==> src/rtl/seq_serial_pkg.sv <==
// Shared types and line levels for the serial byte link (transmitter and receiver).
package seq_serial_pkg;

   typedef enum logic [1:0] {IDLE, START, DATA, STOP} ser_state_t;

   localparam logic LINE_IDLE  = 1'b1;
   localparam logic LINE_START = 1'b0;

endpackage

==> src/rtl/seq_baud_tick.sv <==
// Bit-period timer: tick marks the last clock of each CLKS_PER_BIT-cycle bit period.
module seq_baud_tick
   import seq_serial_pkg::*;
#(
   parameter int CLKS_PER_BIT = 4
) (
   input  logic clk,
   input  logic rst,
   input  logic clear,
   output logic tick
);

   localparam int CW = $clog2(CLKS_PER_BIT) + 1;
   localparam logic [CW-1:0] LAST = CW'(CLKS_PER_BIT - 1);

   logic [CW-1:0] cnt;

   if (CLKS_PER_BIT < 1) begin : g_param_check
      $error("seq_baud_tick: CLKS_PER_BIT must be >= 1");
   end

   always_ff @(posedge clk) begin
      if (rst || clear) begin
         cnt <= '0;
      end else if (cnt == LAST) begin
         cnt <= '0;
      end else begin
         cnt <= cnt + 1'b1;
      end
   end

   assign tick = (cnt == LAST);

endmodule

==> src/rtl/seq_byte_serializer.sv <==
// Framed parallel-to-serial transmitter: start bit, DATA_WIDTH bits LSB-first, stop bit.
//
// state | meaning
// IDLE  | line high, in_ready high, waiting for a word
// START | line low for one bit period
// DATA  | line = shift_reg[0], one bit period per data bit
// STOP  | line high for one bit period, tx_done on its last cycle
module seq_byte_serializer
   import seq_serial_pkg::*;
#(
   parameter int DATA_WIDTH   = 8,
   parameter int CLKS_PER_BIT = 4
) (
   input  logic                  clk,
   input  logic                  rst,
   input  logic                  in_valid,
   output logic                  in_ready,
   input  logic [DATA_WIDTH-1:0] in_data,
   output logic                  tx_line,
   output logic                  tx_busy,
   output logic                  tx_done
);

   localparam int BW = $clog2(DATA_WIDTH) + 1;
   localparam logic [BW-1:0] LAST_BIT = BW'(DATA_WIDTH - 1);

   ser_state_t            state;
   logic [DATA_WIDTH-1:0] shift_reg;
   logic [DATA_WIDTH-1:0] shift_nxt;
   logic [BW-1:0]         bit_idx;
   logic                  tick;
   logic                  clear;

   if (DATA_WIDTH < 1 || CLKS_PER_BIT < 1) begin : g_param_check
      $error("seq_byte_serializer: DATA_WIDTH and CLKS_PER_BIT must be >= 1");
   end

   // Holding the timer clear in IDLE aligns every bit period to the handshake edge.
   assign clear     = (state == IDLE);
   assign shift_nxt = shift_reg >> 1;

   seq_baud_tick #(
      .CLKS_PER_BIT(CLKS_PER_BIT)
   ) u_baud (
      .clk  (clk),
      .rst  (rst),
      .clear(clear),
      .tick (tick)
   );

   always_ff @(posedge clk) begin
      if (rst) begin
         state     <= IDLE;
         tx_line   <= LINE_IDLE;
         shift_reg <= '0;
         bit_idx   <= '0;
      end else begin
         case (state)
            IDLE: begin
               if (in_valid) begin
                  shift_reg <= in_data;
                  bit_idx   <= '0;
                  tx_line   <= LINE_START;
                  state     <= START;
               end
            end
            START: begin
               if (tick) begin
                  bit_idx <= '0;
                  tx_line <= shift_reg[0];
                  state   <= DATA;
               end
            end
            DATA: begin
               if (tick) begin
                  if (bit_idx == LAST_BIT) begin
                     bit_idx <= '0;
                     tx_line <= LINE_IDLE;
                     state   <= STOP;
                  end else begin
                     bit_idx   <= bit_idx + 1'b1;
                     shift_reg <= shift_nxt;
                     tx_line   <= shift_nxt[0];
                  end
               end
            end
            STOP: begin
               if (tick) begin
                  tx_line <= LINE_IDLE;
                  state   <= IDLE;
               end
            end
            default: begin
               tx_line <= LINE_IDLE;
               state   <= IDLE;
            end
         endcase
      end
   end

   assign in_ready = (state == IDLE);
   assign tx_busy  = (state != IDLE);
   assign tx_done  = (state == STOP) && tick;

endmodule

==> config.mk <==
export PLATFORM = sky130hd
export DESIGN_NAME = seq_byte_serializer
export DESIGN_NICKNAME = d
export VERILOG_FILES = /design/src/rtl/seq_serial_pkg.sv /design/src/rtl/seq_baud_tick.sv /design/src/rtl/seq_byte_serializer.sv
export SDC_FILE = /design/constraint.sdc
export NUM_CORES = 1
export LEC_CHECK = 0
export ABC_AREA = 1
export BUFFER_PORTS_ARGS = -buffer_cell sky130_fd_sc_hd__buf_2
export CORE_MARGIN = 8
export CORE_UTILIZATION = 45
export CTS_BUF_LIST = sky130_fd_sc_hd__clkbuf_4 sky130_fd_sc_hd__clkbuf_8 sky130_fd_sc_hd__clkbuf_16
export DETAILED_ROUTE_END_ITERATION = 12
export PLACE_DENSITY_LB_ADDON = 0.05
export SLEW_MARGIN = 25
export SYNTH_ARGS = -nofsm -noshare
export SYNTH_HDL_FRONTEND = slang
export SYNTH_SLANG_ARGS = --single-unit
==> constraint.sdc <==
create_clock -name clk -period 2.4 [get_ports clk]
set_clock_uncertainty 0.05 [all_clocks]
set_input_delay 0.12 -clock clk [delete_from_list [all_inputs] [get_ports clk]]
set_output_delay 0.12 -clock clk [all_outputs]
set_load 0.03 [all_outputs]
==> metrics <==
sequential power share 30.2%; root buf cell clkbuf_4; maximum clock path buffer count 2; nature of the critical path endpoint flip-flop; drt first pass iters 4; Seq cells post-synth 18; ratio of cells with drive above 1 in the final layout 16.0%; CTS HTree Levels 1; internal power 777 uW; Pwr Density 1320 nW/um^2; Worst Hold Depth 3; all-layer global routing usage 11.4%; maximum number of pins on one net before global-route repair 16; Ports 15; commonest non-fill, non-tap cell in the layout nand2_1; Diodes inserted 0; most frequent cells in the layout 35 x nand2_1, 24 x nor2_1, 18 x dfxtp_1; die area 3990 sq um; Tightest Pin Transition 0.501 ns; Rows 17; drt total wl 2110 um; Final Hold Fails 0; Hold WS 0.0268 ns; number of gates resized after cts 0; syn_area_per_cell 6.91 sq um; Clk pwr share 12.8%; reg2reg start state[0]; Die Y 63.2 um; post-route minimum period 1.74 ns; endpoints failing setup 0; Chip Width 63.2 um; CP Class reg -> reg; Seq/Total Area, Yosys 36.0%; Largest stage delay, worst path 0.48 ns; Worst Hold Launch in_data[7]; CP arrival 1.95 ns; Via density 4.82; Synth top area share 36.0%; sw frac 48.5%; max-slew violation count 0; port bufs 14; wire per inst 11.1 um; Via Count 916; Synth Net Count 163; Max Fanout on Critical Path 15; Yosys warning count 0; largest cells by area after synthesis dfxtp_1 36%, nand2_1 13%, nor2_1 9.0%; core area 2150 sq um; r2r setup slk 0.66 ns; DPL Wire Length 1630 um; Area growth syn-to-layout 14.0%; Final Power 1510 uW; antenna-violating nets left 0; RSZ-0062 raised after global routing false; sw power 731 uW; startpoint types flip-flop; latest clock arrival within the worst-skew pair 0.30 ns; CTS clk-pin slew, worst paths 0.11 ns; total gr overflow 0; Cell Chain, Critical Path inv_1, ha_1, nor2_1, nor2_8, nand2_4, inv_4, nor2_1, nor2_1; area leader, netlist dfxtp_1; final worst path period share 72.7%; reg-to-reg endpoint shift_reg[6]; Critical path origin state[0]; worst reg-to-reg path cell count 8; Distinct cells, synth 19; Final nets 181; initial antenna violation count 0; clk sinks 18; CP max stage cell ha_1; Logic pwr share 56.9%; status completed; Starting Density 46.7%; Static Leakage 0.000563 uW; CTS Buf Count 3; Post-Syn Instances 145; Peak Freq 0.573 GHz; gpl congestion 0.804; max-cap violations 0; CTS tree yes; first-pass GRT wire length 3830 um; max reg flops 8; Iter 0 DRT Violations 26; vias in the first global route 909; synthesized cell area 1000 sq um; worst path required time 2.60 ns; worst hold path type in -> reg; Top cell by count, worst path nor2_1; Worst Hold End shift_reg[7]; DRC Markers 0; VDD IR max 0.000611 V; setup tns final 0 ns; Worst slew margin 66.6%
## per-layer routing
metal | track usage [%] | wire length, um
met1 | 13.3 | 1040
met4 | 5.01 | 24
met5 | 0 | 0
met2 | 19.5 | 1010
met3 | 2.65 | 40
## logic make-up after synthesis
| kind of cell | Yosys count | synth area share [%] |
|---|---|---|
| AO/OA/AOI/OAI | 19 | 11.2 |
| flip-flops | 18 | 36.0 |
| AND/OR/NAND/NOR | 83 | 36.7 |
| buffers and inverters | 18 | 7.37 |
| adder cells (fa/ha/maj) | 7 | 8.74 |
## how the worst max path moves through the flow
stage	cells after the start	to	slack (ns)
2_1_floorplan	8	shift_reg[0]	0.85
5_1_grt	8	shift_reg[6]	0.45
6_report	8	shift_reg[6]	0.66
3_5_place_dp	8	shift_reg[5]	0.65
3_3_place_gp	8	shift_reg[1]	0.71
4_1_cts	8	shift_reg[5]	0.62
## metrics by stage
| step | util [%] | cell area (sq um) | instances | setup slack, ns |
|---|---|---|---|---|
| 3_3_place_gp | 51.0 | 1100 | 185 | 0.714 |
| 3_5_place_dp | 51.0 | 1100 | 185 | 0.652 |
| 2_1_floorplan | - | 1000 | 145 | 0.851 |
| 6_report | 53.2 | 1140 | 190 | 0.656 |
| 5_1_grt | 53.2 | 1140 | 190 | 0.453 |
| 4_1_cts | 53.2 | 1140 | 190 | 0.619 |
## critical path: cells and delay by family, from the launching register on
family                     cells  cell delay [ns]
and+or+nand+nor                5             0.63
adders and majority gates      1             0.48
DFF                            1             0.34
buffers and inverters          2             0.19
## power by group through the flow
stage	clock [uW]	sequential, uW	combinational [uW]
6_report	194	456	859
5_1_grt	207	465	984
4_1_cts	200	456	870
3_5_place_dp	0	462	866
3_3_place_gp	0	462	856
2_1_floorplan	0	463	701
## Yosys cell counts
master,instances
inv_2,2
nor2_2,1
nand4_1,1
a21boi_0,7
nand3_1,17
nor3_1,1
nand2_1,35
inv_4,1
o21ai_0,4
inv_1,13
nor2_1,24
nand2_4,1
buf_4,1
clkbuf_1,1
a21oi_1,8
nand2_2,2
nor2_8,1
dfxtp_1,18
ha_1,7
## area by class of cell
type | instances | area (sq um)
well taps | 28 | 35.0
inverters | 16 | 62.6
repair buffers | 15 | 80.1
multi-input cells | 109 | 568
flip-flops and latches | 18 | 360
fillers | 235 | 1010
clock buffers | 4 | 36.3
## timing repair
action | CTS | global route
hold buffers | 1 | 0
buffers inserted | 0 | 0
hold endpoints to repair | 3 | 0
No activity file was read; power rests on OpenSTA's default activity.
